--- config.mk ---
export PLATFORM = sky130hd
export DESIGN_NAME = sync_fifo_ctrl
export DESIGN_NICKNAME = d
export VERILOG_FILES = /design/src/rtl/sync_fifo_ctrl.sv
export SDC_FILE = /design/constraint.sdc
export NUM_CORES = 1
export LEC_CHECK = 0
export CAP_MARGIN = 5
export CORE_MARGIN = 2
export CORE_UTILIZATION = 55
export CTS_BUF_LIST = sky130_fd_sc_hd__clkbuf_4
export CTS_CLUSTER_DIAMETER = 80
export DETAILED_ROUTE_END_ITERATION = 6
export HOLD_SLACK_MARGIN = 0.12
export PLACE_DENSITY = 0.87
export SLEW_MARGIN = 20
export SYNTH_ARGS = -nofsm -noshare
export SYNTH_HDL_FRONTEND = slang
export SYNTH_SLANG_ARGS = --single-unit
--- constraint.sdc ---
create_clock -name clk -period 6.95 [get_ports clk]
set_input_delay 1.0425 -clock clk [delete_from_list [all_inputs] [get_ports clk]]
set_output_delay 1.0425 -clock clk [all_outputs]
set_load 0.01 [all_outputs]
--- src/rtl/sync_fifo_ctrl.sv ---
// Synchronous FIFO controller driving an external RAM with a 1-cycle registered read.
// Optional sticky overflow/underflow flags are built only when SYNC_FIFO_ERR_FLAGS_EN is defined.
module sync_fifo_ctrl #(
    parameter int AW    = 8,
    parameter int AF_TH = 252,
    parameter int AE_TH = 4
) (
    input  logic          clk,
    input  logic          rst,
    input  logic          wr_en,
    input  logic          rd_en,
    output logic          ram_wce,
    output logic [AW-1:0] ram_waddr,
    output logic          ram_rce,
    output logic [AW-1:0] ram_raddr,
    output logic          full,
    output logic          empty,
    output logic          almost_full,
    output logic          almost_empty,
    output logic [AW:0]   count,
    output logic          rd_valid,
    output logic          overflow,
    output logic          underflow
);

    localparam logic [AW:0] DEPTH_C = {1'b1, {AW{1'b0}}};
    localparam logic [AW:0] ZERO_C  = {(AW+1){1'b0}};
    localparam logic [AW:0] AF_C    = (AW+1)'(AF_TH);
    localparam logic [AW:0] AE_C    = (AW+1)'(AE_TH);

    logic [AW:0] wptr_r;
    logic [AW:0] rptr_r;
    logic [AW:0] count_r;
    logic        full_r;
    logic        empty_r;
    logic        almost_full_r;
    logic        almost_empty_r;
    logic        rd_valid_r;

    logic        wr_acc_s;
    logic        rd_acc_s;
    logic [AW:0] wptr_nxt_s;
    logic [AW:0] rptr_nxt_s;
    logic [AW:0] count_nxt_s;

    // Accept decisions and next pointer/count; reset blocks every request.
    always_comb begin
        wr_acc_s = 1'b0;
        rd_acc_s = 1'b0;
        if (rst) begin
            wr_acc_s = 1'b0;
            rd_acc_s = 1'b0;
        end else begin
            wr_acc_s = wr_en & ~full_r;
            rd_acc_s = rd_en & ~empty_r;
        end
        wptr_nxt_s  = wptr_r + {{AW{1'b0}}, wr_acc_s};
        rptr_nxt_s  = rptr_r + {{AW{1'b0}}, rd_acc_s};
        count_nxt_s = wptr_nxt_s - rptr_nxt_s;
    end

    // Pointer, occupancy flag and read-valid registers.
    always_ff @(posedge clk) begin
        if (rst) begin
            wptr_r         <= ZERO_C;
            rptr_r         <= ZERO_C;
            count_r        <= ZERO_C;
            full_r         <= 1'b0;
            empty_r        <= 1'b1;
            almost_full_r  <= 1'b0;
            almost_empty_r <= 1'b1;
            rd_valid_r     <= 1'b0;
        end else begin
            wptr_r         <= wptr_nxt_s;
            rptr_r         <= rptr_nxt_s;
            count_r        <= count_nxt_s;
            full_r         <= (count_nxt_s == DEPTH_C);
            empty_r        <= (count_nxt_s == ZERO_C);
            almost_full_r  <= (count_nxt_s >= AF_C);
            almost_empty_r <= (count_nxt_s <= AE_C);
            rd_valid_r     <= rd_acc_s;
        end
    end

    assign ram_wce      = wr_acc_s;
    assign ram_rce      = rd_acc_s;
    assign ram_waddr    = wptr_r[AW-1:0];
    assign ram_raddr    = rptr_r[AW-1:0];
    assign count        = count_r;
    assign full         = full_r;
    assign empty        = empty_r;
    assign almost_full  = almost_full_r;
    assign almost_empty = almost_empty_r;
    assign rd_valid     = rd_valid_r;

`ifdef SYNC_FIFO_ERR_FLAGS_EN
    logic overflow_r;
    logic underflow_r;

    // Sticky error flags; cleared only by reset.
    always_ff @(posedge clk) begin
        if (rst) begin
            overflow_r  <= 1'b0;
            underflow_r <= 1'b0;
        end else begin
            overflow_r  <= overflow_r | (wr_en & full_r);
            underflow_r <= underflow_r | (rd_en & empty_r);
        end
    end

    assign overflow  = overflow_r;
    assign underflow = underflow_r;
`else
    assign overflow  = 1'b0;
    assign underflow = 1'b0;
`endif

endmodule

* After elaboration in Yosys (flattened, before gate mapping)
Cells that the tools add are included.
** Word-level totals
- Bits in registers :: 32
- Input bits :: 4
** Cells by class
- $add $sub $neg :: 3
- Magnitude comparators :: 2
- Equal/unequal tests :: 1
- Muxes and demuxes :: 2
- Bitwise logic cells :: 4
- Reductions and logical operators :: 1
** Operators with widths (count)
- adder 9 x 1 -> 9 bit :: 2
- == test 9 bit, second input constant :: 1
- greater-or-equal comparator 9 x 8 -> 1 bit, second input constant :: 1
- less-or-equal comparator 9 x 3 -> 1 bit, second input constant :: 1
- zero test 9 bit :: 1
- subtractor 9 bit :: 1
- bitwise AND 1 bit :: 2
- 2-to-1 mux 1 bit :: 2
- NOT 1 bit :: 2

* Longest topological paths before layout
Gate-level depths: netlist (run 1).
- Depth in word-level cells :: 6
- Depth in mapped cells :: 15

* Least setup slack after synthesis (run 1)
Ideal clock, no wire load.
- Path kind :: input-to-reg
- From :: in rst
- To :: reg full_r (netlist: full)
- Library setup time :: 117 ps
- Arrival time :: 4039 ps
- Slack :: 2794 ps
- Cell stages on the path :: 15
- Buffers on the path :: 2
- Cells stage by stage :: clkbuf_1 -> clkbuf_1 -> nor3b_1 -> ha_1 -> ha_1 -> nand3_1 -> xor2_1 -> ha_1 -> o21a_1 -> nor2_1 -> nor2_1 -> o21a_1 -> a21oi_2 -> xnor2_2 -> and4bb_1
** On the way
- Longest elaborated chain between the ends :: 4
- Elaborated cells between the ends (all ways) :: 6
- Those cells by class :: 3 x add/sub; 1 x eq/ne; 2 x mux
** RTL lines
- from (decl) :: line 9 : input logic rst,
- 2-to-1 mux 1 bit :: line 50 : if (rst) begin
- via ram_rce :: line 14 : output logic ram_rce,
- adder 9 x 1 -> 9 bit :: line 58 : rptr_nxt_s = rptr_r + {{AW{1'b0}}, rd_acc_s};
- subtractor 9 bit :: line 59 : count_nxt_s = wptr_nxt_s - rptr_nxt_s;
- == test 9 bit :: line 77 : full_r <= (count_nxt_s == DEPTH_C);
- to (signal assigned) :: line 77
- to (decl) :: line 34 : logic full_r;
The timed path passes the listed nets, and every way through them passes these cells.
A chain may end at the register's enable or synchronous reset.

* Worst setup path in the final report (run 1)
- From :: in rd_en
- To :: reg full_r (netlist: full)
** On the way
- Longest elaborated chain between the ends :: 5
** RTL lines
- from (decl) :: line 11 : input logic rd_en,
- bitwise AND 1 bit :: line 55 : rd_acc_s = rd_en & ~empty_r;
- 2-to-1 mux 1 bit :: line 50
- adder 9 x 1 -> 9 bit :: line 58
- subtractor 9 bit :: line 59
- == test 9 bit :: line 77
Every way passes these cells.

==> results of run 1 <==
## how the worst max path moves through the flow
stage | start | to | slack (ns) | depth (start not counted)
final | rd_en | full$_SDFF_PP0_ | 2.84 | 14
after global routing | rd_en | full$_SDFF_PP0_ | 2.64 | 14
after CTS | rst | full$_SDFF_PP0_ | 2.03 | 14
after detailed placement | rst | full$_SDFF_PP0_ | 1.67 | 14
after global placement | rst | full$_SDFF_PP0_ | 1.78 | 14
after floorplan | rst | full$_SDFF_PP0_ | 2.79 | 15
## per-layer routing
| layer | vias up | track usage (%) | share of wire, % |
|---|---|---|---|
| met3 | 5 | 4.76 | 4.0 |
| met5 | - | 0 | 0 |
| met1 | 599 | 24.7 | 46 |
| met2 | 28 | 36.3 | 49 |
| met4 | 0 | 10.5 | 1.3 |
| li1 | 642 | - | - |
## worst register-to-register path: stages, from the launching register on
cell and delay [ns]:
dfxtp_1 0.34, nor3b_1 0.42, ha_1 0.24, ha_1 0.19, nand3_1 0.15, xor2_1 0.27
ha_1 0.34, o21a_1 0.21, nor2_1 0.18, nor2_1 0.08, o21a_1 0.18, a21oi_2 0.16
xnor2_2 0.17, and4bb_1 0.25
## metrics by stage
stage	worst slack [ns]	cell area, sq um	utilization (%)	std cells
floorplan	2.79	1750	-	187
finish	2.84	2080	68.6	252
detailed placement	1.67	2000	66.2	244
CTS	2.03	2080	68.8	252
global placement	1.78	2000	66.2	244
global route	2.64	2080	68.6	252
## cell type report
class / instances / area [sq um] / area share, %
Inverter: 7 / 26.3 / 1.26
Tap cell: 44 / 55.1 / 2.65
Sequential cell: 32 / 641 / 30.8
Clock inverter: 2 / 35.0 / 1.69
Timing Repair Buffer: 35 / 345 / 16.6
Clock buffer: 6 / 45.0 / 2.17
Multi-Input combinational cell: 126 / 931 / 44.8
## where the power goes
group / internal (uW) / switching, uW / total (uW) / leakage (uW)
logic: 54.2 / 48.8 / 103 / 0.000484
registers: 197 / 5.56 / 202 / 0.000260
clock network: 79.3 / 63.2 / 142 / 0.0000456
## flip-flops by register name (all words and copies together) (netlist names)
| name | flops |
|---|---|
| count | 9 |
| wptr_r | 9 |
| empty | 1 |
| full | 1 |
| rd_valid | 1 |
| almost_empty | 1 |
| rptr_r | 9 |
| almost_full | 1 |
## layout by cell type, fill, tap and decap left out, types with 2 or more instances in the layout
cell / count
a21oi_1: 2
a21oi_2: 2
a31o_1: 3
a31oi_1: 2
clkbuf_4: 6
clkdlybuf4s50_1: 34
conb_1: 2
dfxtp_1: 32
ha_1: 12
inv_1: 7
nand2_1: 7
nand3_1: 7
nand4_1: 3
nor2_1: 22
nor2b_1: 11
nor3_1: 6
nor3b_1: 3
o21a_1: 3
o21ai_0: 2
xnor2_1: 15
xor2_1: 8
## synth_stat cells
master / n
a21boi_0: 1
a21oi_1: 2
a21oi_2: 2
a221o_1: 1
a31o_1: 3
a31oi_1: 2
and2_1: 1
and3_1: 1
and3_4: 1
and4_1: 1
and4bb_1: 1
buf_4: 18
clkbuf_1: 4
conb_1: 1
dfxtp_1: 32
fa_1: 1
ha_1: 12
inv_1: 7
maj3_4: 1
nand2_1: 7
nand3_1: 7
nand3_2: 1
nand4_1: 3
nor2_1: 22
nor2b_1: 11
nor3_1: 6
nor3b_1: 3
o211ai_1: 1
o21a_1: 3
o21ai_0: 2
o22ai_1: 1
o311ai_0: 1
xnor2_1: 15
xnor2_2: 1
xor2_1: 8
xor2_2: 1
xor2_4: 1
## logic make-up (layout without fill, tap and decap cells)
family,after synthesis,after routing,share of synthesized area (%)
other,1,2,0.215
buffers and inverters,29,50,10.1
AND/OR/NAND/NOR,65,65,19.4
flip-flops,32,32,36.7
adder cells (fa/ha/maj),14,14,10.5
XOR/XNOR,26,26,15.0
AO/OA/AOI/OAI,19,19,7.96
==> out/qor.yml, run 1 <==
status: "completed"
critical_path.top_delay_family: "simple AND/OR/NAND/NOR gates"
place_congestion: 0.856
yosysUniqueCellTypes: 37
yosys_warnings: 0
r2r-start: "empty$_SDFF_PP1_"
die_w_microns: 60.3
ys_seq_area_share_pct: 36.7
drt_wl_total_mm: 3.34
synth_largest_area_cell: "dfxtp_1"
min_path_type: "reg -> reg"
worst-path-buf-inv: 1
cts-root-buf: "clkbuf_4"
setup_viol: 0
p_total_uw: 448
cpMostUsedCell: "ha_1"
die_y_microns: 60.3
hold_path_end: "rd_valid$_SDFF_PP0_"
n_antenna_cell: 0
hold_buffers: 0
critPathArrivalTime_ns: 4.35
fillers: 223
fin_tns_setup_ns: 0
dp_hpwl_mm: 2.66
htreeDepth: 2
worstHoldPathCells: 1
max_stage_delay_ns: 0.47
worst-path-max-fanout: 5
reg2reg_setup_slack_ns: 3.67
slew_viol_final: 0
postRouteAntennaNets: 0
avgSynthCellArea_sq_um: 9.38
crit_type: "in -> reg"
synth-seq-cells: 32
ir_drop_mv: 0.111
leakage_uw: 0.000789
clk_path_buf_depth: 2
reg2regPathDepth: 13
critical_path_required_ns: 7.19
die_area_sq_um: 3640
viasPerCell: 5.06
hold_slack_ns: 0.475
coreArea_sq_um: 3030
power_density_nw_per_um2: 215
min_period_ns: 4.11
hold_start: "empty$_SDFF_PP1_"
drt_pass1_iterations: 4
pin_count: 38
final_layout_size_suffix_gt1_share_pct: 8.17
cts_buffers: 5
cts_tree: "yes"
start_kind: "input pin"
grt_pass1_vias: 1224
grt_setup_unrepaired: "no"
final.setup_skew_ns: 0.00989
cts_resized: 0
nets: 224
worstPathCellList: "clkdlybuf4s50_1 -> nor3b_1 -> ha_1 -> ha_1 -> nand3_1 -> xor2_1 -> ha_1 -> o21a_1 -> nor2_1 -> nor2_1 -> o21a_1 -> a21oi_2 -> xnor2_2 -> and4bb_1"
drtIter0Drc: 26
initial_core_util_pct: 57.6
grt-ovfl-total: 0
finalHoldViolCount: 0
worstSetupEndpointType: "register"
tightestPinTransition_ns: 0.600
insertion_delay_ns: 0.33
grt_antenna_before_repair: 0
cts.sinks: 32
cts_setup_buffers: 0
path_clk_slew_ns: 0.10
track_usage_pct: 21.2
rows: 20
vias: 1274
grt_pass1_wl_mm: 5.54
slowest_stage: "clkdlybuf4s50_1"
yosys-top-cells-area: "dfxtp_1 37%, ha_1 8.6%, buf_4 7.7%"
grt_max_degree: 36
fmax_ghz: 0.243
timing.final.crit_share_pct: 59.1
portBuffers: 35
area_growth_pct: 19.2
rr_endpoint: "full$_SDFF_PP0_"
netlist_instances: 186
yosysTopAreaCellShare_pct: 36.7
max_cap_viol_count: 0
post-route-drc-count: 0
synth_area_sq_um: 1740
wl_per_cell_microns: 13.2
relSlewSlack_pct: 60.0
No activity file was read; power rests on OpenSTA's default activity.
==> inputs of run 2 (changes only) <==
Settings changed: CORE_UTILIZATION 55 to 52, PLACE_DENSITY 0.87 to 0.83.
Clock period 6.95 ns to 4 ns, I/O delays scaled along.
==> out/qor.yml, run 2 (synthesized netlist as in run 1, its figures left out) <==
drtIter0Drc: 36  # +38%
drt_pass1_iterations: 4  # unchanged
place_congestion: 0.986  # +15%
cts_buffers: 5  # unchanged
nets: 228  # +1.8%
ir_drop_mv: 0.196  # +77%
final.setup_skew_ns: 0.00415  # -0.00574 ns
clk_path_buf_depth: 2  # unchanged
area_growth_pct: 19.9
layout_common_cells: "35 x clkdlybuf4s50_1, 32 x dfxtp_1, 22 x nor2_1, 15 x xnor2_1, 12 x ha_1"
fmax_ghz: 0.288
grt-ovfl-total: 0  # unchanged
hold_start: "empty$_SDFF_PP1_"
dp_hpwl_mm: 2.57  # -3.4%
vias: 1290  # +1.3%
min_path_type: "reg -> reg"
cts-root-buf: "clkbuf_4"
worst-path-max-fanout: 5  # unchanged
final_layout_size_suffix_gt1_share_pct: 8.96  # +0.79 points
mostFrequentLayoutCell: "clkdlybuf4s50_1"
htreeDepth: 2  # unchanged
die_area_sq_um: 3830  # +5.4%
cts_tree: "yes"
viasPerCell: 5.00  # -1.1%
initial_core_util_pct: 53.1  # -4.5 points
portBuffers: 35  # unchanged
pin_count: 38  # unchanged
fin_tns_setup_ns: 0  # unchanged
p_total_uw: 719  # +61%
n_antenna_cell: 0  # unchanged
start_kind: "input pin"
setup_viol: 0  # unchanged
rr_endpoint: "full$_SDFF_PP0_"
fillers: 298  # +34%
die_y_microns: 61.9  # +2.7%
cts.sinks: 32  # unchanged
insertion_delay_ns: 0.32  # about the same
status: "completed"
path_clk_slew_ns: 0.09  # about the same
grt_pass1_wl_mm: 5.35  # -3.5%
hold_buffers: 0  # unchanged
fin_util_pct: 63.7  # -4.9 points
multi_input_area_sq_um: 931  # unchanged
cts_setup_buffers: 0  # unchanged
hold_path_end: "rd_valid$_SDFF_PP0_"
slew_viol_final: 0  # unchanged
seq_area_sq_um: 641  # unchanged
postRouteAntennaNets: 0  # unchanged
min_period_ns: 3.47
critPathArrivalTime_ns: 3.69  # -0.66 ns
crit_type: "in -> reg"
critical_path_required_ns: 4.22  # -2.97 ns
worstHoldPathCells: 1  # unchanged
timing.final.crit_share_pct: 86.8
leakage_uw: 0.000798  # +1.1%
max_cap_viol_count: 0  # unchanged
reg2reg_setup_slack_ns: 0.92  # -2.75 ns
post-route-drc-count: 0  # unchanged
grt_pass1_vias: 1234  # +0.82%
wl_per_cell_microns: 12.4  # -6.6%
r2r-start: "empty$_SDFF_PP1_"
drt_wl_total_mm: 3.19  # -4.4%
grt_setup_unrepaired: "no"
reg2regPathDepth: 13  # unchanged
track_usage_pct: 19.6  # -1.6 points
placed_area_sq_um: 2040  # +1.6%
power_density_nw_per_um2: 344  # +60%
cts_resized: 0  # unchanged
grt_antenna_before_repair: 0  # unchanged
die_w_microns: 61.9  # +2.7%
design_area_sq_um: 2090  # +0.66%
worstSetupEndpointType: "register"
coreArea_sq_um: 3280  # +8.5%
grt_max_degree: 33  # -8.3%
rows: 21  # +5.0%
finalHoldViolCount: 0  # unchanged
-- run 2: changes by cell type in the layout (fill, tap and decap cells not counted) --
cell	delta
clkdlybuf4s50_1	+1
buf_2	-1
clkinv_2	-1
bufinv_16	-1
buf_4	+4
clkbuf_4	+1
clkinv_1	+1
-- run 2: metrics by stage --
stage,setup slack (ns),hold slack (ns),instances
final,0.529,0.503,258
after global routing,0.318,0.520,258
after CTS,0.532,0.509,258
after detailed placement,0.200,0.497,250
after global placement,0.269,0.475,250
after floorplan,0.287,0.486,187
-- run 2: worst max path at each step --
stage                     start                      end  cells after the start
after floorplan             rst          full$_SDFF_PP0_                     15
after global placement      rst  almost_empty$_SDFF_PP1_                     13
after detailed placement    rst          full$_SDFF_PP0_                     15
after CTS                   rst          full$_SDFF_PP0_                     14
after global routing        rst          full$_SDFF_PP0_                     14
final                       rst          full$_SDFF_PP0_                     14
-- run 2: per-layer routing --
metal | GRT usage (%) | part of all wire (%)
met3 | 5.59 | 4.7
met4 | 10.3 | 3.4
met1 | 23.0 | 47
met5 | 0 | 0
met2 | 32.3 | 45
-- run 2: area by class of cell --
| cell class | instances | area share, % |
|---|---|---|
| multi-input cells | 126 | 44.5 |
| flip-flops and latches | 32 | 30.6 |
| repair buffers | 39 | 18.2 |
| well taps | 46 | 2.75 |
| clock buffers | 7 | 2.51 |
| inverters | 7 | 1.26 |
| clock inverters | 1 | 0.179 |
-- run 2: where the power goes --
group          internal, uW  switching [uW]
Combinational          97.6            88.7
Sequential              342            10.3
Clock                  81.0            99.6
Total                   520             199
-- run 2: worst max-delay path: stages --
cell	delay (ns)
clkdlybuf4s50_1	0.46
nor3b_1	0.28
ha_1	0.20
ha_1	0.18
nand3_1	0.16
xor2_1	0.21
ha_1	0.38
o21a_1	0.20
nor2_1	0.18
nor2_1	0.08
o21a_1	0.18
a21oi_2	0.16
xnor2_2	0.17
and4bb_1	0.24
==> inputs of run 3 (changes only) <==
Settings changed: CORE_UTILIZATION 52 to 47, PLACE_DENSITY 0.83 to 0.79, SKIP_LAST_GASP set to 1.
Clock period 4 ns to 3.16 ns, I/O delays scaled along.
==> out/qor.yml, run 3 (synthesized netlist as in run 1, its figures left out) <==
worst-path-max-fanout: 3  # -2
reg2reg_setup_slack_ns: 0.34  # -0.58 ns
max_cap_viol_count: 0  # unchanged
clkPwrFrac_pct: 30.5  # +5.4 points
wl_per_cell_microns: 12.8  # +3.9%
drt_pass1_iterations: 4  # unchanged
worstHoldPathCells: 2  # +1
critical_path.top_delay_family: "compound AO/OA/AOI/OAI gates"
worst-path-buf-inv: 1  # unchanged
rr_endpoint: "empty$_SDFF_PP1_"
cts_buffers: 5  # unchanged
insertion_delay_ns: 0.34  # +0.02 ns
htreeDepth: 2  # unchanged
min_path_type: "reg -> reg"
fmax_ghz: 0.325
portBuffers: 35  # unchanged
die_area_sq_um: 4210  # +9.9%
timing.final.crit_share_pct: 97.3
setup_viol: 0  # unchanged
clk_path_buf_depth: 2  # unchanged
drt_wl_total_mm: 3.66  # +15%
hold_start: "wptr_r[8]$_SDFF_PP0_"
slowest_stage: "clkdlybuf4s50_1"
grt-ovfl-total: 0  # unchanged
hold_buffers: 0  # unchanged
final.setup_skew_ns: 0.0104  # +0.00628 ns
r2r-start: "empty$_SDFF_PP1_"
cts-root-buf: "clkbuf_4"
finalHoldViolCount: 0  # unchanged
pin_count: 38  # unchanged
initial_core_util_pct: 48.4  # -4.7 points
slew_viol_final: 0  # unchanged
rows: 22  # +4.8%
power.switching_uw: 280  # +41%
swShare_pct: 27.0  # -0.65 points
mostFrequentLayoutCell: "clkdlybuf4s50_1"
max_stage_delay_ns: 0.49  # +0.03 ns
nets: 253  # +11%
path_clk_slew_ns: 0.10  # about the same
critical_path_required_ns: 3.41  # -0.81 ns
leakage_uw: 0.000932  # +17%
final_layout_size_suffix_gt1_share_pct: 23.6  # +15 points
worstSetupEndpointType: "register"
vias: 1406  # +9.0%
cpMostUsedCell: "a31o_1"
area_growth_pct: 37.3
path_depth: 13  # -1
hold_slack_ns: 0.544  # +0.0413 ns
fin_tns_setup_ns: 0  # unchanged
seq_power_share_pct: 43.3  # -5.6 points
grt_max_degree: 20  # -39%
place_congestion: 0.796  # -19%
layout_common_cells: "34 x clkdlybuf4s50_1, 32 x dfxtp_1, 29 x buf_4, 20 x nor2_1, 14 x xnor2_1"
crit_type: "in -> reg"
cts_tree: "yes"
cts.sinks: 32  # unchanged
post-route-drc-count: 0  # unchanged
viasPerCell: 4.93  # -1.3%
ir_drop_mv: 0.324  # +65%
internal-power_uw: 757  # +46%
start_kind: "input pin"
grt_pass1_wl_mm: 5.86  # +9.6%
die_w_microns: 64.9  # +4.9%
hold_path_end: "wptr_r[8]$_SDFF_PP0_"
dp_hpwl_mm: 2.77  # +7.7%
grt_pass1_vias: 1348  # +9.2%
status: "completed"
die_y_microns: 64.9  # +4.9%
reg2regPathDepth: 12  # -1
drtIter0Drc: 64  # +78%
postRouteAntennaNets: 0  # unchanged
track_usage_pct: 18.6  # -0.98 points
grt_antenna_before_repair: 0  # unchanged
critPathArrivalTime_ns: 3.33  # -0.36 ns
min_period_ns: 3.08
n_antenna_cell: 0  # unchanged
coreArea_sq_um: 3610  # +9.8%
worstPathCellList: "clkdlybuf4s50_1 -> nor3b_4 -> ha_2 -> ha_4 -> nand3_4 -> nor2_4 -> xnor2_2 -> ha_1 -> a221o_1 -> a31oi_1 -> xor2_1 -> a31o_1 -> a31o_1"
power_density_nw_per_um2: 433  # +26%
combPwrFrac_pct: 26.3  # +0.4 points
-- run 3: cell types whose count changed in the layout (fill, tap and decap cells not counted), moves of 2 or more --
cell     previous run  this run
ha_2                0         2
ha_1               12         9
nor3b_1             3         1
nor2_1             22        20
buf_4               4        29
nor3b_4             0         2
-- run 3: timing repair --
item	in CTS	in global routing
buffers inserted	1	1
endpoints found under the hold margin	0	0
gates resized for setup	1	11
pin swaps	1	4
cloned	0	0
endpoints found under the setup margin	3	5
-- run 3: routing by layer --
layer  share of wire, %  routed length (microns)  vias up  GRT usage (%)
met5                  0                        0        -              0
met4                1.9                       68        0           8.78
met3                4.6                      170        5           6.08
met2                 48                     1750       34           29.8
met1                 46                     1670      669           22.5
li1                   -                        -      698              -
-- run 3: how the worst max path moves through the flow --
| stage | start | endpoint | slack (ns) |
|---|---|---|---|
| after global routing | wr_en | full$_SDFF_PP0_ | -0.01 |
| after floorplan | rst | full$_SDFF_PP0_ | -0.01 |
| after global placement | rst | empty$_SDFF_PP1_ | -0.31 |
| after detailed placement | rst | full$_SDFF_PP0_ | -0.43 |
| final | rd_en | empty$_SDFF_PP1_ | 0.08 |
| after CTS | rd_en | empty$_SDFF_PP1_ | 0.06 |
-- run 3: area by class of cell --
class / count / area, sq um
Fill cell: 286 / 1210
Multi-Input combinational cell: 126 / 1020
Sequential cell: 32 / 641
Timing Repair Buffer: 64 / 567
Tap cell: 48 / 60.1
Clock buffer: 6 / 45.0
Clock inverter: 2 / 35.0
Inverter: 7 / 26.3
-- run 3: power by group through the flow --
stage	logic [uW]	registers, uW	clock network [uW]
floorplan	137	468	0
global placement	253	459	0
detailed placement	260	458	0
CTS	262	449	323
global route	293	452	347
finish	272	449	316
-- run 3: worst reg2reg max path, cell delays in order, from the launching register on --
cell,delay [ns]
dfxtp_1,0.37
nor3b_4,0.24
ha_2,0.22
ha_4,0.15
nand3_4,0.11
nor2_4,0.15
xnor2_2,0.13
ha_1,0.27
a221o_1,0.36
a31oi_1,0.19
xor2_1,0.09
a31o_1,0.25
a31o_1,0.21
-- run 3: metrics by stage --
step	instance area (sq um)	worst slack (ns)	cells	power, uW	utilization (%)
finish	2390	0.0845	285	1040	66.4
global route	2390	-0.00992	285	1090	66.4
CTS	2340	0.0620	284	1030	64.8
detailed placement	2250	-0.433	275	717	62.4
global placement	2250	-0.313	275	712	62.4
floorplan	1810	-0.0122	187	605	-
